### config.mk
export PLATFORM = sky130hd
export DESIGN_NAME = ctrl_595_chain
export DESIGN_NICKNAME = d
export VERILOG_FILES = /design/src/rtl/ctrl_595_pkg.sv /design/src/rtl/ctrl_595_chain_sclk_div.sv /design/src/rtl/ctrl_595_chain.sv
export SDC_FILE = /design/constraint.sdc
export NUM_CORES = 1
export LEC_CHECK = 0
export ABC_CLOCK_PERIOD_IN_PS = 2300
export CORE_ASPECT_RATIO = 1.25
export CORE_UTILIZATION = 54
export CTS_CLUSTER_SIZE = 12
export DETAILED_ROUTE_END_ITERATION = 10
export PLACE_DENSITY = 0.78
export SETUP_SLACK_MARGIN = 0.5
export SLEW_MARGIN = 20
export SYNTH_ARGS = -nofsm -noshare
export SYNTH_HDL_FRONTEND = slang
export SYNTH_SLANG_ARGS = --single-unit
### constraint.sdc
create_clock -name clk -period 2.3 [get_ports clk]
set_input_delay 0.575 -clock clk [delete_from_list [all_inputs] [get_ports clk]]
set_output_delay 0.575 -clock clk [all_outputs]
set_load 0.03 [all_outputs]
### src/rtl/ctrl_595_pkg.sv
// Shared types and helpers for the 74HC595 chain driver.
package ctrl_595_pkg;

    localparam int unsigned MAX_BITS = 64;

    typedef enum logic [1:0] {
        IDLE  = 2'd0,
        SHIFT = 2'd1,
        LATCH = 2'd2
    } state_t;

    // word is left-justified for MSB-first and right-justified for LSB-first,
    // so idx is always the serial position within the frame.
    function automatic logic bit_sel(input logic [MAX_BITS-1:0] word,
                                     input logic [5:0]          idx,
                                     input logic                lsb_first);
        return lsb_first ? word[idx] : word[6'(MAX_BITS - 1) - idx];
    endfunction

    function automatic bit params_ok(input int unsigned n_bits, input int unsigned clk_div);
        return (n_bits >= 1) && (n_bits <= MAX_BITS) && (clk_div >= 2) && (clk_div % 2 == 0);
    endfunction

endpackage

### src/rtl/ctrl_595_chain_sclk_div.sv
// Serial bit-period divider: counts 0..CLK_DIV-1 while running, held at 0 otherwise.
module sclk_div #(
    parameter int unsigned CLK_DIV = 4
) (
    input  logic clk,
    input  logic rst_n,
    input  logic run,
    output logic tick_c,
    output logic hi_next_c,
    output logic pre_tick_c
);

    localparam int unsigned DW   = ($clog2(CLK_DIV) > 0) ? $clog2(CLK_DIV) : 1;
    localparam int unsigned HALF = CLK_DIV / 2;

    logic [DW-1:0] cnt;
    logic [DW:0]   cnt_nxt;

    always_ff @(posedge clk or negedge rst_n) begin
        if (!rst_n) begin
            cnt <= '0;
        end else if (!run || tick_c) begin
            cnt <= '0;
        end else begin
            cnt <= cnt + DW'(1);
        end
    end

    // hi_next_c: the following cycle lies in the second half of the period
    assign cnt_nxt    = {1'b0, cnt} + (DW + 1)'(1);
    assign tick_c     = (cnt == DW'(CLK_DIV - 1));
    assign hi_next_c  = (cnt_nxt >= (DW + 1)'(HALF)) && !tick_c;
    assign pre_tick_c = (cnt == DW'(CLK_DIV - 2));

endmodule

### src/rtl/ctrl_595_chain.sv
// Serial driver for a daisy-chain of 74HC595s: shadow register, shift FSM and latch pulse.
module ctrl_595_chain
    import ctrl_595_pkg::*;
#(
    parameter int unsigned N_BITS       = 14,
    parameter int unsigned CLK_DIV      = 4,
    parameter bit          LSB_FIRST    = 1'b0,
    parameter bit          AUTO_REFRESH = 1'b1
) (
    input  logic              clk,
    input  logic              rst_n,
    input  logic [N_BITS-1:0] din,
    input  logic              load,
    output logic              load_ready,
    output logic              frame_done,
    output logic              busy,
    output logic              oe_595,
    output logic              shcp_595,
    output logic              stcp_595,
    output logic              ds
);

    localparam int unsigned   BW       = (N_BITS > 1) ? $clog2(N_BITS) : 1;
    localparam logic [BW-1:0] LAST_BIT = BW'(N_BITS - 1);
    localparam int unsigned   PAD      = MAX_BITS - N_BITS;

    if (!params_ok(N_BITS, CLK_DIV)) begin : g_bad_params
        $error("ctrl_595_chain: N_BITS must be 1..64 and CLK_DIV even and >= 2");
    end

    function automatic logic [MAX_BITS-1:0] align(input logic [N_BITS-1:0] w);
        return LSB_FIRST ? MAX_BITS'(w) : (MAX_BITS'(w) << PAD);
    endfunction

    state_t            state, state_d;
    logic [N_BITS-1:0] shadow, shadow_d, active, active_d;
    logic [BW-1:0]     bit_cnt, bit_d;
    logic              pending, pending_d;
    logic              ready_d, done_d, busy_d, oe_d, shcp_d, stcp_d, ds_d;
    logic              accept_c, start_c;
    logic              tick_c, hi_next_c, pre_tick_c;

    sclk_div #(.CLK_DIV(CLK_DIV)) u_div (
        .clk        (clk),
        .rst_n      (rst_n),
        .run        (state != IDLE),
        .tick_c     (tick_c),
        .hi_next_c  (hi_next_c),
        .pre_tick_c (pre_tick_c)
    );

    always_comb begin
        state_d   = state;
        shadow_d  = shadow;
        active_d  = active;
        pending_d = pending;
        bit_d     = bit_cnt;
        ds_d      = ds;
        oe_d      = oe_595;
        shcp_d    = 1'b0;
        stcp_d    = 1'b0;
        done_d    = 1'b0;
        start_c   = 1'b0;
        accept_c  = load && load_ready;

        if (accept_c) begin
            shadow_d = din;
        end

        case (state)
            IDLE: begin
                if (pending) begin
                    start_c = 1'b1;
                    state_d = SHIFT;
                end
            end
            SHIFT: begin
                shcp_d = hi_next_c;
                if (tick_c) begin
                    if (bit_cnt == LAST_BIT) begin
                        state_d = LATCH;
                        bit_d   = '0;
                    end else begin
                        bit_d = bit_cnt + BW'(1);
                        ds_d  = bit_sel(align(active), 6'(bit_cnt) + 6'd1, LSB_FIRST);
                    end
                end
            end
            LATCH: begin
                stcp_d = hi_next_c;
                done_d = pre_tick_c;
                if (tick_c) begin
                    oe_d = 1'b0;
                    if (AUTO_REFRESH || pending) begin
                        start_c = 1'b1;
                        state_d = SHIFT;
                    end else begin
                        state_d = IDLE;
                    end
                end
            end
            default: state_d = IDLE;
        endcase

        // frame start always takes the pre-edge shadow, never this cycle's din
        if (start_c) begin
            active_d  = shadow;
            ds_d      = bit_sel(align(shadow), 6'd0, LSB_FIRST);
            pending_d = 1'b0;
        end
        if (accept_c) begin
            pending_d = 1'b1;
        end

        ready_d = AUTO_REFRESH ? 1'b1 : ~pending_d;
        busy_d  = (state_d != IDLE);
    end

    always_ff @(posedge clk or negedge rst_n) begin
        if (!rst_n) begin
            state      <= IDLE;
            shadow     <= '0;
            active     <= '0;
            pending    <= 1'b0;
            bit_cnt    <= '0;
            load_ready <= 1'b1;
            frame_done <= 1'b0;
            busy       <= 1'b0;
            oe_595     <= 1'b1;
            shcp_595   <= 1'b0;
            stcp_595   <= 1'b0;
            ds         <= 1'b0;
        end else begin
            state      <= state_d;
            shadow     <= shadow_d;
            active     <= active_d;
            pending    <= pending_d;
            bit_cnt    <= bit_d;
            load_ready <= ready_d;
            frame_done <= done_d;
            busy       <= busy_d;
            oe_595     <= oe_d;
            shcp_595   <= shcp_d;
            stcp_595   <= stcp_d;
            ds         <= ds_d;
        end
    end

endmodule

# Word-level counts from Yosys, hierarchy flattened
# Cells that the tools add are included.
# Widths: inputs -> output; s select.
[word_totals]
register_bits = 43
out_inout_bits = 7
in_bits = 17
[classes]
add_sub_neg = 5
reduce_logical = 13
magnitude_cmp = 2
mux = 21
n_eq_ne = 6
[op_table]
columns = ["op", "count"]
rows = [
  ["$mux 1", 12],
  ["$mux 2", 5],
  ["$reduce_bool 2->1", 5],
  ["$lt 6x7->1 const B", 1],
  ["$bmux 1 s6", 1],
  ["$eq 2x2->1 const B", 3],
  ["$pmux 2 s3", 1],
  ["$sub 6x5->6 const A", 1],
  ["$add 4x1->5 const B", 1],
  ["$add 4x1->4 const B", 1],
  ["$eq 4x4->1 const B", 1],
  ["$mux 4", 1],
  ["$reduce_and 2->1", 2],
  ["$add 2x1->3 const B", 1],
  ["$ge 3x2->1 const B", 1],
  ["$reduce_and 3->1", 1],
  ["$add 2x1->2 const B", 1],
  ["$eq 2x1->1 const B", 1],
  ["$logic_not 1->1", 2],
  ["$logic_not 2->1", 1],
  ["$ne 2x2->1 const B", 1],
  ["$pmux 1 s2", 1],
  ["$logic_and 1x1->1", 1],
  ["$logic_or 1x1->1", 1],
]

# Logic depth before layout (Yosys ltp)
[depth]
depth_word = 8
ltp_mapped = 7
ltp_nobuf = 6

# By module
# From an unflattened synthesis, not the netlist that was laid out.
[hier_totals]
hier_cells = 140
area_unflattened_um2 = 1910.6
[by_module_without_submodules]
columns = ["mod", "seq_area_each_um2", "area_per_inst_um2", "instances", "cells_each"]
rows = [
  ["ctrl_595_chain", 1027.2, 1813.0, 1, 132],
  ["sclk_div", 50.0, 97.6, 1, 8],
]

# Worst setup path before layout
# Ideal clock, no wire load.
[synth_path]
path_type = "reg-to-reg"
startpoint = "register bit_cnt[0]"
endpoint = "register ds"
path_slack_ns = 0.648
stages_incl_launch_ff = 6
arrival_time_ns = 1.526
path_buffers = 0
cell_sequence = "dfrtp_1 ha_1 xor2_2 mux4_2 a211oi_2 o31ai_1"
[synth_between]
elab_chain_len = 8
[synth_lines]
columns = ["item", "line", "text"]
rows = [
  ["from (decl)", "ctrl_595_chain.sv:37", "logic [BW-1:0] bit_cnt, bit_d;"],
  ["from (signal assigned)", "ctrl_595_chain.sv:138", "bit_cnt <= bit_d;"],
  ["$add 4x1->5", "ctrl_595_chain.sv:85", "ds_d = bit_sel(align(active), 6'(bit_cnt) + 6'd1, LSB_FIRST);"],
  ["$sub 6x5->6", "ctrl_595_pkg.sv:17", "return lsb_first ? word[idx] : word[6'(MAX_BITS - 1) - idx];"],
  ["$bmux 1 s6", "ctrl_595_pkg.sv:17", ""],
  ["$mux 1 (not written as such)", "ctrl_595_pkg.sv:17", ""],
  ["$mux 1", "ctrl_595_chain.sv:80", "if (bit_cnt == LAST_BIT) begin"],
  ["$mux 1", "ctrl_595_chain.sv:79", "if (tick_c) begin"],
  ["$mux 1", "ctrl_595_chain.sv:70", "case (state)"],
  ["$mux 1", "ctrl_595_chain.sv:106", "if (start_c) begin"],
  ["to (signal assigned)", "ctrl_595_chain.sv:145", "ds <= ds_d;"],
  ["to (decl)", "ctrl_595_chain.sv:20", "output logic ds"],
]
# Parallel ways exist; a longest one is shown, timed or not. The select of a mux whose other input is x is not followed.
# A chain may end at the register's enable or synchronous reset.

# Final worst setup path
[layout_path]
startpoint = "register oe_595"
endpoint = "output oe_595"
[layout_rtl]
columns = ["item", "line", "text"]
rows = [
  ["from (decl)", "ctrl_595_chain.sv:17", "output logic oe_595,"],
  ["from (signal assigned)", "ctrl_595_chain.sv:129", "oe_595 <= 1'b1;"],
  ["from (signal assigned)", "ctrl_595_chain.sv:142", "oe_595 <= oe_d;"],
]
# No word-level cell between the ends.

==> metrics <==
largest family of logic cells by synthesized area=multiplexers; vias in the first global route=1,269; final RePlAce weighted congestion=0.891; Sum Neg Setup Slack=0 ns; synthesized-area fraction occupied by and/or/nand/nor cells=0.0627; CTS Buffer Depth=2; first-pass GRT wire length=5770 um; Crit Path Max Fanout=2; unrepaired setup endpoints after global routing=no; pin count of the biggest net entering global routing=30; mux cell area share after synthesis=0.220; hold crit path type=input port to async pin; Synth Net Count=163; DP Area=2160 um^2; Clock Skew=0.00153 ns; H-tree depth=2; CTS tree=built; Rows=23; slew margin rel.=0.591; drt pass-1 iters=4; final WL=3340 um; Crit-path slowest cell=dfstp_2; Avg WL per Cell=16.2 um; Slew Limit Fails=0; Tmin final=1.75 ns; fraction of the mapped netlist area in adder cells=0.0392; Syn Area/Cell=13.7 um^2; worst-path cell chain=clkdlybuf4s15_1; fin area=2320 um^2; clk root buf=clkbuf_8; io pins=24; grt ovf=0; initial core utilization=0.584; Yosys cell types=40; Slowest Stage Delay on Critical Path=0.53 ns; Worst EP required=1.73 ns; initial antenna violation count=0; crit share post-route=0.760; Fin Hold WS=0.285 ns; final worst setup slack=0.551 ns; GRT Overall Usage=0.204; Antenna Violating Nets Remaining=0; n_diodes=0; Crit. End Element=output port; highest clock rate=572 MHz; clock sink count=43; DR iter-0 viols=27; CP bufs+invs=1; Hold-fix buffers, CTS=0; Worst-Margin Slew=0.613 ns; mapped cell area=1910 um^2; Max Cap Viol=0; reg2reg path depth=6; critical path class=flip-flop to output port; layout cell share with drive strength beyond 1=0.259; Worst path top cell family by delay=flip-flops; Clk pin slew, worst setup/hold paths=0.07 ns; crit path launch type=flip-flop; Die Y=68.6 um; clock latency on the worst-skew pair=0.29 ns; via count=1,178; DR vias/cell=5.69; Leakage=1.03 nW; pwr dens=653 nW/um^2; P&R area growth vs syn=21.0%; critical path depth=1; CP arrival=1.17 ns; CORE AREA=3280 um^2; RR Startpoint=bit_cnt[0]$_DFFE_PN0P_; Post-DP HPWL=2430 um; pre-CTS worst setup slack=0.455 ns; CTS buffer count=5; Die X-Extent=55.3 um; # port buffers=22; Synth Area in XOR/XNOR=0.0131; Final setup violation count=0; Residual DRC=0; status=completed; worst vdd ir=0.648 mV; compound-gate portion of the synthesized area=0.0634; R2R Setup Slk=0.62 ns; post-synthesis sequential area ratio=0.563; Cells after Synth=140; Die ar.=3790 um^2; nets=192; CP startpoint=oe_595$_DFFE_PN1P_; synth warn=0; layout filler cell count=252; #FFs+latches synth=43; Final Hold Viols=0; Layout Utilization=0.706
## cells by family after synthesis
| family | after synthesis |
|---|---|
| AO/OA/AOI/OAI | 17 |
| XOR/XNOR | 2 |
| adder cells (fa/ha/maj) | 6 |
| buffers and inverters | 14 |
| flip-flops | 43 |
| multiplexers | 34 |
| other | 1 |
| AND/OR/NAND/NOR | 23 |
## area by class of cell
type                    count  area (um^2)  share of cell area
clock inverters             2         35.0              0.0151
multi-input cells          83          778               0.336
flip-flops and latches     43         1080               0.466
inverters                   6         22.5             0.00972
well taps                  37         46.3              0.0200
clock buffers               6         82.6              0.0357
repair buffers             30          273               0.118
## synth_stat cells
library cell | instances | share of area
buf_8 | 1 | 0.0078
a211oi_2 | 1 | 0.0065
dfrtp_1 | 42 | 0.55
a21o_1 | 1 | 0.0039
or2_1 | 1 | 0.0033
nor3_1 | 3 | 0.0078
clkbuf_2 | 1 | 0.0026
clkbuf_1 | 3 | 0.0059
and3_1 | 2 | 0.0065
ha_1 | 6 | 0.039
o31a_1 | 1 | 0.0046
o22ai_1 | 1 | 0.0033
dfstp_2 | 1 | 0.014
o21ai_1 | 1 | 0.0026
buf_4 | 1 | 0.0039
xor2_2 | 1 | 0.0085
mux2_2 | 17 | 0.10
nor2_1 | 4 | 0.0078
mux2_1 | 11 | 0.065
mux4_2 | 1 | 0.012
xor2_1 | 1 | 0.0046
conb_1 | 1 | 0.0020
inv_1 | 4 | 0.0078
nand2b_1 | 2 | 0.0065
a21oi_1 | 1 | 0.0026
o311a_1 | 1 | 0.0052
o211ai_1 | 2 | 0.0078
nand2_1 | 3 | 0.0059
nand3b_1 | 1 | 0.0039
o31ai_1 | 2 | 0.0078
inv_2 | 2 | 0.0039
mux2i_1 | 3 | 0.016
nand3_1 | 4 | 0.010
nor3b_1 | 1 | 0.0039
and2_1 | 1 | 0.0033
o221a_2 | 1 | 0.0059
buf_2 | 2 | 0.0052
mux4_1 | 2 | 0.027
nor2_2 | 1 | 0.0033
o21ai_0 | 5 | 0.013
## final timing paths
| check | endpoint |
|---|---|
| setup / recovery | oe_595 |
| setup reg to reg | ds$_DFFE_PN0P_ |
| hold reg to reg | oe_595$_DFFE_PN1P_ |
| hold / removal | frame_done$_DFF_PN0_ |
| min in group clk | oe_595$_DFFE_PN1P_ |
| max in group asynchronous | bit_cnt[0]$_DFFE_PN0P_ |
## sequential cells by signal, indices dropped and copies added, names as in the netlist
register    flops
u_div.cnt       2
ds              1
busy            1
shadow         14
oe_595          1
frame_done      1
bit_cnt         4
state           2
active         14
pending         1
stcp_595        1
shcp_595        1
## report_power, final
group / switching [mW] / internal (mW) / leakage [nW]
combinational: 0.0387 / 0.0618 / 0.449
sequential: 0.0201 / 0.794 / 0.522
clock: 0.246 / 0.351 / 0.0612
total: 0.305 / 1.21 / 1.03
## routing by layer
layer	global-route usage	share of wire	wire length (um)
met5	0	0	0
met2	0.383	0.55	1850
met4	0.0781	0.016	53
met1	0.223	0.40	1340
met3	0.0560	0.031	105
## per-stage QoR
| stage | power, mW | cells |
|---|---|---|
| after floorplan | 0.873 | 140 |
| after global placement | 0.926 | 195 |
| after detailed placement | 0.932 | 195 |
| after CTS | 1.52 | 203 |
| after global routing | 1.57 | 207 |
| final | 1.51 | 207 |
## placed cells by master (no fill, tap or decap), types with 3 or more instances in the layout
| cell | netlist | layout |
|---|---|---|
| clkbuf_8 | 0 | 6 |
| dlygate4sd2_1 | 0 | 5 |
| ha_1 | 6 | 5 |
| nand3_1 | 4 | 4 |
| nor2_1 | 4 | 4 |
| o21ai_0 | 5 | 5 |
| mux2_2 | 17 | 17 |
| buf_4 | 1 | 7 |
| nor3_1 | 3 | 3 |
| clkdlybuf4s50_1 | 0 | 15 |
| dfrtp_1 | 42 | 41 |
| mux2i_1 | 3 | 3 |
| nand2_1 | 3 | 3 |
| inv_1 | 4 | 4 |
| mux2_1 | 11 | 11 |
## timing repair
action	CTS	global route
setup buffers	0	4
setup endpoints to repair	19	14
resized for setup	8	3
pin swaps	0	1
Note: power is estimated with default switching activity, not from simulation.
